### src/rtl/ex_operand_stage_pkg.sv
// Shared constants for the ID/EX operand stage: widths, ALUOp and ALU control encodings.
package ex_operand_stage_pkg;

  localparam int XLEN   = 32;
  localparam int REG_AW = 5;
  localparam int CTRL_W = 4;

  // ALUOp classes produced by the main decoder
  localparam logic [1:0] ALUOP_MEM    = 2'b00;
  localparam logic [1:0] ALUOP_BRANCH = 2'b01;
  localparam logic [1:0] ALUOP_RTYPE  = 2'b10;
  localparam logic [1:0] ALUOP_ITYPE  = 2'b11;

  // ALU operation codes consumed by the ALU
  typedef enum logic [3:0] {
    ALU_ADD = 4'b0000,
    ALU_SUB = 4'b0001,
    ALU_SLL = 4'b0010,
    ALU_SLT = 4'b0011,
    ALU_XOR = 4'b0100,
    ALU_SRL = 4'b0101,
    ALU_SRA = 4'b0110,
    ALU_OR  = 4'b0111,
    ALU_AND = 4'b1000,
    ALU_BLT = 4'b1001,
    ALU_BGE = 4'b1010
  } alu_ctrl_e;

endpackage

### src/rtl/ex_operand_stage_alu_ctrl_decode.sv
// Combinational decode of ALUOp/funct3/funct7 into the ALU operation code.
module alu_ctrl_decode
  import ex_operand_stage_pkg::*;
#(
  parameter int CTRL_W = ex_operand_stage_pkg::CTRL_W
) (
  input  logic [1:0]        aluop_i,
  input  logic [2:0]        funct3_i,
  input  logic [6:0]        funct7_i,
  output logic [CTRL_W-1:0] ctrl_o
);

  alu_ctrl_e code;
  logic      alt;

  // Only funct7[5] selects the alternate (SUB/SRA) forms; other bits are ignored.
  logic unused_funct7_bits;
  assign unused_funct7_bits = ^{funct7_i[6], funct7_i[4:0]};
  assign alt = funct7_i[5];

  // Map the instruction class and function fields to one ALU operation
  always_comb begin
    code = ALU_ADD;
    case (aluop_i)
      ALUOP_MEM: code = ALU_ADD;
      ALUOP_BRANCH: begin
        case (funct3_i)
          3'b000, 3'b001: code = ALU_SUB;
          3'b100:         code = ALU_BLT;
          3'b101:         code = ALU_BGE;
          default:        code = ALU_ADD;
        endcase
      end
      default: begin
        // R-type and I-type ALU share the table; only R-type honours SUB
        case (funct3_i)
          3'b000:  code = (aluop_i == ALUOP_RTYPE && alt) ? ALU_SUB : ALU_ADD;
          3'b001:  code = ALU_SLL;
          3'b010:  code = ALU_SLT;
          3'b100:  code = ALU_XOR;
          3'b101:  code = alt ? ALU_SRA : ALU_SRL;
          3'b110:  code = ALU_OR;
          3'b111:  code = ALU_AND;
          default: code = ALU_ADD;
        endcase
      end
    endcase
  end

  assign ctrl_o = CTRL_W'(code);

endmodule

### src/rtl/ex_operand_stage.sv
// ID/EX pipeline register with operand forwarding, load-use detection and ALU control decode.
module ex_operand_stage
  import ex_operand_stage_pkg::*;
#(
  parameter int XLEN   = ex_operand_stage_pkg::XLEN,
  parameter int REG_AW = ex_operand_stage_pkg::REG_AW,
  parameter int CTRL_W = ex_operand_stage_pkg::CTRL_W
) (
  input  logic              clk_i,
  input  logic              rst_i,
  input  logic              stall_i,
  input  logic              flush_i,
  input  logic              valid_i,
  input  logic [XLEN-1:0]   pc_i,
  input  logic [XLEN-1:0]   rs1_data_i,
  input  logic [XLEN-1:0]   rs2_data_i,
  input  logic [XLEN-1:0]   imm_i,
  input  logic [REG_AW-1:0] rs1_addr_i,
  input  logic [REG_AW-1:0] rs2_addr_i,
  input  logic [REG_AW-1:0] rd_addr_i,
  input  logic [2:0]        funct3_i,
  input  logic [6:0]        funct7_i,
  input  logic [1:0]        ALUOp_i,
  input  logic              ALUSrc_i,
  input  logic              RegWrite_i,
  input  logic              MemRead_i,
  input  logic              MemWrite_i,
  input  logic [REG_AW-1:0] exmem_rd_i,
  input  logic [REG_AW-1:0] memwb_rd_i,
  input  logic              exmem_RegWrite_i,
  input  logic              memwb_RegWrite_i,
  input  logic [XLEN-1:0]   exmem_data_i,
  input  logic [XLEN-1:0]   memwb_data_i,
  output logic [XLEN-1:0]   data1_o,
  output logic [XLEN-1:0]   data2_o,
  output logic [XLEN-1:0]   store_data_o,
  output logic [CTRL_W-1:0] ALUCtrl_o,
  output logic [XLEN-1:0]   pc_o,
  output logic [REG_AW-1:0] rd_addr_o,
  output logic              RegWrite_o,
  output logic              MemRead_o,
  output logic              MemWrite_o,
  output logic              valid_o,
  output logic              hazard_o
);

  // Stage registers; index 0 is rs1, index 1 is rs2
  logic              valid_q,    valid_d;
  logic [XLEN-1:0]   pc_q,       pc_d;
  logic [XLEN-1:0]   imm_q,      imm_d;
  logic [REG_AW-1:0] rd_q,       rd_d;
  logic              alusrc_q,   alusrc_d;
  logic              regwrite_q, regwrite_d;
  logic              memread_q,  memread_d;
  logic              memwrite_q, memwrite_d;
  logic [CTRL_W-1:0] aluctrl_q,  aluctrl_d;
  logic [XLEN-1:0]   rs_data_q [2];
  logic [XLEN-1:0]   rs_data_d [2];
  logic [REG_AW-1:0] rs_addr_q [2];
  logic [REG_AW-1:0] rs_addr_d [2];

  logic [CTRL_W-1:0] aluctrl_dec;
  logic              hazard;

  alu_ctrl_decode #(
    .CTRL_W (CTRL_W)
  ) u_alu_ctrl_decode (
    .aluop_i  (ALUOp_i),
    .funct3_i (funct3_i),
    .funct7_i (funct7_i),
    .ctrl_o   (aluctrl_dec)
  );

  // Load-use: the load now in EX writes a register the ID instruction reads
  always_comb begin
    hazard = valid_i & valid_q & memread_q & (rd_q != '0) &
             ((rd_q == rs1_addr_i) | (rd_q == rs2_addr_i));
  end

  assign hazard_o = hazard;

  // Next-state: flush beats stall, stall beats the load-use bubble, else load ID
  always_comb begin
    valid_d      = valid_q;
    pc_d         = pc_q;
    imm_d        = imm_q;
    rd_d         = rd_q;
    alusrc_d     = alusrc_q;
    regwrite_d   = regwrite_q;
    memread_d    = memread_q;
    memwrite_d   = memwrite_q;
    aluctrl_d    = aluctrl_q;
    rs_data_d[0] = rs_data_q[0];
    rs_data_d[1] = rs_data_q[1];
    rs_addr_d[0] = rs_addr_q[0];
    rs_addr_d[1] = rs_addr_q[1];
    if (flush_i || (!stall_i && hazard)) begin
      valid_d      = 1'b0;
      pc_d         = '0;
      imm_d        = '0;
      rd_d         = '0;
      alusrc_d     = 1'b0;
      regwrite_d   = 1'b0;
      memread_d    = 1'b0;
      memwrite_d   = 1'b0;
      aluctrl_d    = '0;
      rs_data_d[0] = '0;
      rs_data_d[1] = '0;
      rs_addr_d[0] = '0;
      rs_addr_d[1] = '0;
    end else if (!stall_i) begin
      // A non-instruction in ID must not write, access memory or drive the ALU
      valid_d      = valid_i;
      pc_d         = pc_i;
      imm_d        = imm_i;
      rd_d         = rd_addr_i;
      alusrc_d     = ALUSrc_i;
      regwrite_d   = valid_i & RegWrite_i;
      memread_d    = valid_i & MemRead_i;
      memwrite_d   = valid_i & MemWrite_i;
      aluctrl_d    = valid_i ? aluctrl_dec : '0;
      rs_data_d[0] = rs1_data_i;
      rs_data_d[1] = rs2_data_i;
      rs_addr_d[0] = rs1_addr_i;
      rs_addr_d[1] = rs2_addr_i;
    end
  end

  // Stage register update with synchronous reset
  always_ff @(posedge clk_i) begin
    if (rst_i) begin
      valid_q      <= 1'b0;
      pc_q         <= '0;
      imm_q        <= '0;
      rd_q         <= '0;
      alusrc_q     <= 1'b0;
      regwrite_q   <= 1'b0;
      memread_q    <= 1'b0;
      memwrite_q   <= 1'b0;
      aluctrl_q    <= '0;
      rs_data_q[0] <= '0;
      rs_data_q[1] <= '0;
      rs_addr_q[0] <= '0;
      rs_addr_q[1] <= '0;
    end else begin
      valid_q      <= valid_d;
      pc_q         <= pc_d;
      imm_q        <= imm_d;
      rd_q         <= rd_d;
      alusrc_q     <= alusrc_d;
      regwrite_q   <= regwrite_d;
      memread_q    <= memread_d;
      memwrite_q   <= memwrite_d;
      aluctrl_q    <= aluctrl_d;
      rs_data_q[0] <= rs_data_d[0];
      rs_data_q[1] <= rs_data_d[1];
      rs_addr_q[0] <= rs_addr_d[0];
      rs_addr_q[1] <= rs_addr_d[1];
    end
  end

  // One forwarding mux per source operand; EX/MEM is newer so it wins, x0 never forwards
  genvar gi;
  generate
    for (gi = 0; gi < 2; gi++) begin : g_fwd
      logic [XLEN-1:0] fwd;
      always_comb begin
        fwd = rs_data_q[gi];
        if (exmem_RegWrite_i && (exmem_rd_i != '0) && (exmem_rd_i == rs_addr_q[gi])) begin
          fwd = exmem_data_i;
        end else if (memwb_RegWrite_i && (memwb_rd_i != '0) && (memwb_rd_i == rs_addr_q[gi])) begin
          fwd = memwb_data_i;
        end
      end
    end
  endgenerate

  assign data1_o      = g_fwd[0].fwd;
  assign data2_o      = alusrc_q ? imm_q : g_fwd[1].fwd;
  assign store_data_o = g_fwd[1].fwd;
  assign ALUCtrl_o    = aluctrl_q;
  assign pc_o         = pc_q;
  assign rd_addr_o    = rd_q;
  assign RegWrite_o   = regwrite_q;
  assign MemRead_o    = memread_q;
  assign MemWrite_o   = memwrite_q;
  assign valid_o      = valid_q;

endmodule
### config.mk
export PLATFORM = sky130hd
export DESIGN_NAME = ex_operand_stage
export DESIGN_NICKNAME = d
export VERILOG_FILES = /design/src/rtl/ex_operand_stage_pkg.sv /design/src/rtl/ex_operand_stage_alu_ctrl_decode.sv /design/src/rtl/ex_operand_stage.sv
export SDC_FILE = /design/constraint.sdc
export NUM_CORES = 1
export LEC_CHECK = 0
export ABC_AREA = 1
export BUFFER_PORTS_ARGS = -buffer_cell sky130_fd_sc_hd__buf_4
export CORE_AREA = 2 2 147 149
export DETAILED_ROUTE_END_ITERATION = 6
export DIE_AREA = 0 0 149 151
export GPL_TIMING_DRIVEN = 0
export MAX_ROUTING_LAYER = met4
export PLACE_DENSITY = 0.69
export SKIP_CTS_REPAIR_TIMING = 1
export SLEW_MARGIN = 40
export SYNTH_ARGS = -nofsm -noshare
export SYNTH_HDL_FRONTEND = slang
export SYNTH_SLANG_ARGS = --single-unit
export TNS_END_PERCENT = 100
### constraint.sdc
create_clock -name clk_i -period 1.85 [get_ports clk_i]
set_input_delay 0.0925 -clock clk_i [delete_from_list [all_inputs] [get_ports clk_i]]
set_output_delay 0.0925 -clock clk_i [all_outputs]
set_load 0.03 [all_outputs]
==> metrics.md <==
| Metric | Value |
|---|---|
| Result of the run | finished, violations left |
| Violated checks | hold timing, setup timing |
| Count of unresolved DRC violations after routing | 0 |
| DIE HEIGHT | 151 um |
| Vias in the first global route | 8941 |
| Leak Pwr | 7.37 nW |
| Delay-heaviest family, CP | simple AND/OR/NAND/NOR gates |
| Initial antenna violation count | 1 |
| Syn nets | around 1.4k |
| Final antenna-violating net count | 0 |
| First-pass GRT wire length | 48100 um |
| Pwr/cell area | 640 nW/um^2 |
| Effective utilization at floorplan | 0.397 |
| Flop pwr share | 0.364 |
| Number of enable-type register cells in the synthesized netlist | 0 |
| Min-Delay Path Depth | 3 |
| P&R area growth vs syn | 79.6% |
| Iteration-0 DRC count of the detailed router | 558 |
| Number of flip-flops and latches in the synthesized netlist | 152 |
| Worst-case vdd ir drop | around 0.0006 V |
| Count of maximum capacitance violations | 0 |
| Filler-free cell count of the finished design | 1983 |
| Number of warning messages in the yosys log | 0 |
| Final core occ | 0.712 |
| Switching share of power | 0.314 |
| Fraction of power consumed by combinational cells | 0.260 |
| Average cell area after synthesis | 7.26 um^2 |
| RePlAce Congestion | about 0.91 |
| Max-Slew Margin vs Limit | 0.605 |
| Clock net sink count | around 150 |
| Critical path buffers and inverters | 3 |
| Net switching power of the design | 0.00297 W |
| Number of instances in the placed design | 1787 |
| Die Span X | between 100 and 150 um |
| Cell-internal power | approximately 0.0065 W |
| Most instantiated library cell after synthesis | sky130_fd_sc_hd__nand2_1 |
| Sequential area share after synthesis | 0.368 |
| Core Area | 20800 um^2 |
| GRT Util Overall | 0.287 |
| Crit path largest cell delay | 0.34 ns |
| Capturing instance or port of the critical path | data2_o[29] |
| Setup TNS | -25.44 ns |
| Worst-margin pin slew | 0.592 ns |
| CP Cell Sequence | xnor2_1 > nand2_2 > nor3_4 > buf_12 > buf_4 > nand3_1 > nand3_2 > nand2_1 > buf_6 |
| Cell variety after synth | 28 |
| Vias | 10.2k |
| Depth of the worst register-to-register path | 9 |
| Clock period minus worst slack | around 2.2 ns |
| I/O pin count | 382 |
| Final Skew | 0.0134 ns |
| Number of buffers on the longest clock path | 2 |
| Number of buffers created by CTS | 17 |
| Post-synth top flop | sky130_fd_sc_hd__dfxtp_1 |
| Startpoint types | flop |
| Worst hold path startpoint | ALUOp_i[1] |
| Final slew viol count | 0 |
| CTS tree | yes |
| Routed length per placed instance | 18.3 um |
| Finish-stage setup viols | 96 |
| Proportion of synthesized flip-flops having asynchronous set or reset | 0 |
| Number of port buffers | about 370 |
| Clock-pin slew of the registers on the worst-case setup and hold paths | 0.08 ns |
| Worst-skew pair later-pin latency | approximately 0.43 ns |
| RR Endpoint | rs_data_q[0][31] |
| CTS HTree Levels | 4 |
| Largest net degree at the start of global routing | 17 |
| Final hold viol count | 1 |
| Slowest stage cell, crit path | sky130_fd_sc_hd__dfxtp_2 |
| Period utilisation layout | 1.18 |
| Worst Slack Setup Final | -0.328 ns |
| Post-Syn Instances | 1138 |
| Hold slack | -0.00476 ns |
| Top post-synthesis cells by count | sky130_fd_sc_hd__nand2_1 (193), sky130_fd_sc_hd__nand3_1 (173), sky130_fd_sc_hd__nor2_1 (154) |
| Area leader, netlist | sky130_fd_sc_hd__dfxtp_1 |
| Clock network power share | 0.375 |
| Maximum clock frequency | 0.459 GHz |
| Top fanout value on the critical path | 10 |
| Data required time at the worst endpoint | between 1.5 and 2 ns |
| Post-detailed-routing wire length | 36200 um |
| Total die area | between 20000 and 25000 um^2 |
| Class of the most critical hold timing path | input port to flop |
| Cell chosen for the clock root | sky130_fd_sc_hd__clkbuf_16 |
| Initial DRT Pass Iterations | 6 |
| Cell area after layout | about 15000 um^2 |
| Slack of the worst reg-to-reg path | 0.20 ns |
| Instance count on the critical path | 9 |
| RSZ-0062 raised after global routing | true |
| Share of final-layout standard cells stronger than drive strength 1 | 0.391 |
| Global-route congestion overflow total | 0 |
| Final Net Count | 1934 |
| Biggest area contributors in the synthesized netlist | sky130_fd_sc_hd__dfxtp_1 (37%), sky130_fd_sc_hd__mux2i_1 (13%), sky130_fd_sc_hd__nand3_1 (10%) |
| FP Rows | 53 |
| Critical path launch point | rs_addr_q[0][6] |
| Summed instance area of the synthesized netlist | around 8300 um^2 |
| Endpoint type of the worst setup path | output pin |
| Startpoint-to-endpoint class of the critical path | flop to output pin |
| Share of the synthesized area in the top cell type | 0.368 |
| Total half-perimeter wirelength after legalization and detailed placement | around 25000 um |
| Startpoint of the worst register-to-register path | rd_addr_o[1] |
| Cell Area, Placed | 11400 um^2 |
| Routed via count divided by cell count | ~5.1 |
| WP data arrival | 2.09 ns |
-- state kept, by name (all words and copies together) (netlist names), 4 cells and up --
signal     cells
pc_o          32
ALUCtrl_o      4
rs_data_q     64
rs_addr_q     10
imm_q         32
rd_addr_o      5
-- worst register-to-register path, delay by kind of cell, from the launching register on --
family | cells | cell delay [ns]
flops | 1 | 0.40
simple gates | 7 | 0.74
buf+inv | 2 | 0.40
-- worst min path at each step --
stage	slack, ns	endpoint
after floorplan	0.25	imm_q[13]
after global placement	0.34	rs_data_q[0][35]
after detailed placement	0.34	pc_o[19]
after CTS	-0.11	pc_o[4]
after global routing	0.02	ALUCtrl_o[2]
final	-0.005	ALUCtrl_o[2]
-- cells by family (layout without fill, tap and decap cells) --
| kind of cell | Yosys count | in the layout | synth area share |
|---|---|---|---|
| compound gates | 88 | 88 | 0.0552 |
| other cells | 0 | 1 | 0 |
| simple gates | 607 | 607 | 0.335 |
| flops | 152 | 152 | 0.368 |
| mux | 104 | 104 | 0.126 |
| xor+xnor | 25 | 25 | 0.0265 |
| buf+inv | 162 | 731 | 0.0889 |
-- cell type report --
class	instances	area, um^2
well taps	275	344
clock buffers	17	425
fillers	1600	5990
inverters	85	319
multi-input cells	824	5200
flip-flops and latches	152	3050
plain buffers	72	518
repair buffers	542	4810
clock inverters	15	155
diodes	1	2.50
-- stage by stage --
| step | hold slack [ns] | setup slack, ns | total power, W |
|---|---|---|---|
| final | -0.00476 | -0.328 | 0.00949 |
| after global routing | 0.0156 | -0.399 | 0.00982 |
| after CTS | -0.107 | -0.919 | 0.00896 |
| after detailed placement | 0.344 | -0.459 | 0.00544 |
| after global placement | 0.336 | -0.416 | 0.00542 |
| after floorplan | 0.252 | -0.00403 | 0.00455 |
-- cell usage in the layout, fill, tap and decap left out, types with 2 or more instances in the layout --
cell type,count
sky130_fd_sc_hd__o21ai_2,5
sky130_fd_sc_hd__mux2i_1,104
sky130_fd_sc_hd__clkbuf_1,10
sky130_fd_sc_hd__buf_8,3
sky130_fd_sc_hd__and2_1,4
sky130_fd_sc_hd__nor2_4,4
sky130_fd_sc_hd__buf_6,91
sky130_fd_sc_hd__buf_12,4
sky130_fd_sc_hd__a22oi_1,4
sky130_fd_sc_hd__inv_2,2
sky130_fd_sc_hd__and2_4,28
sky130_fd_sc_hd__dfxtp_2,6
sky130_fd_sc_hd__buf_4,321
sky130_fd_sc_hd__inv_1,83
sky130_fd_sc_hd__nand3_2,60
sky130_fd_sc_hd__nor3_2,2
sky130_fd_sc_hd__nand2_1,150
sky130_fd_sc_hd__nand2_4,10
sky130_fd_sc_hd__xor2_1,12
sky130_fd_sc_hd__nand2_2,34
sky130_fd_sc_hd__inv_8,3
sky130_fd_sc_hd__clkbuf_2,3
sky130_fd_sc_hd__xnor2_2,4
sky130_fd_sc_hd__buf_2,27
sky130_fd_sc_hd__clkbuf_4,5
sky130_fd_sc_hd__dfxtp_1,145
sky130_fd_sc_hd__a21oi_1,6
sky130_fd_sc_hd__inv_6,8
sky130_fd_sc_hd__dlygate4sd3_1,147
sky130_fd_sc_hd__nor2_1,152
sky130_fd_sc_hd__nor3_1,2
sky130_fd_sc_hd__nand3_1,109
sky130_fd_sc_hd__o21ai_0,43
sky130_fd_sc_hd__nor2_2,11
sky130_fd_sc_hd__xnor2_1,7
sky130_fd_sc_hd__nand3_4,5
sky130_fd_sc_hd__nand3b_1,32
sky130_fd_sc_hd__clkbuf_16,20
sky130_fd_sc_hd__xor2_2,2
sky130_fd_sc_hd__o21ai_1,26
-- power by group through the flow --
stage	sequential (W)	combinational, W	clock (W)
2_1_floorplan	0.00357	0.000980	0
3_3_place_gp	0.00352	0.00191	0
3_5_place_dp	0.00352	0.00192	0
4_1_cts	0.00345	0.00193	0.00358
5_1_grt	0.00347	0.00262	0.00374
6_report	0.00346	0.00247	0.00356
-- routing by layer --
| layer | vias up | GRT usage | wire length, um |
|---|---|---|---|
| met5 | - | - | 0 |
| met4 | 0 | 0.0910 | 857 |
| met3 | 74 | 0.0575 | 2690 |
| met2 | 479 | 0.475 | 18200 |
| met1 | 4771 | 0.355 | 14400 |
| li1 | 4830 | - | - |
No activity file was read; power rests on OpenSTA's default activity.
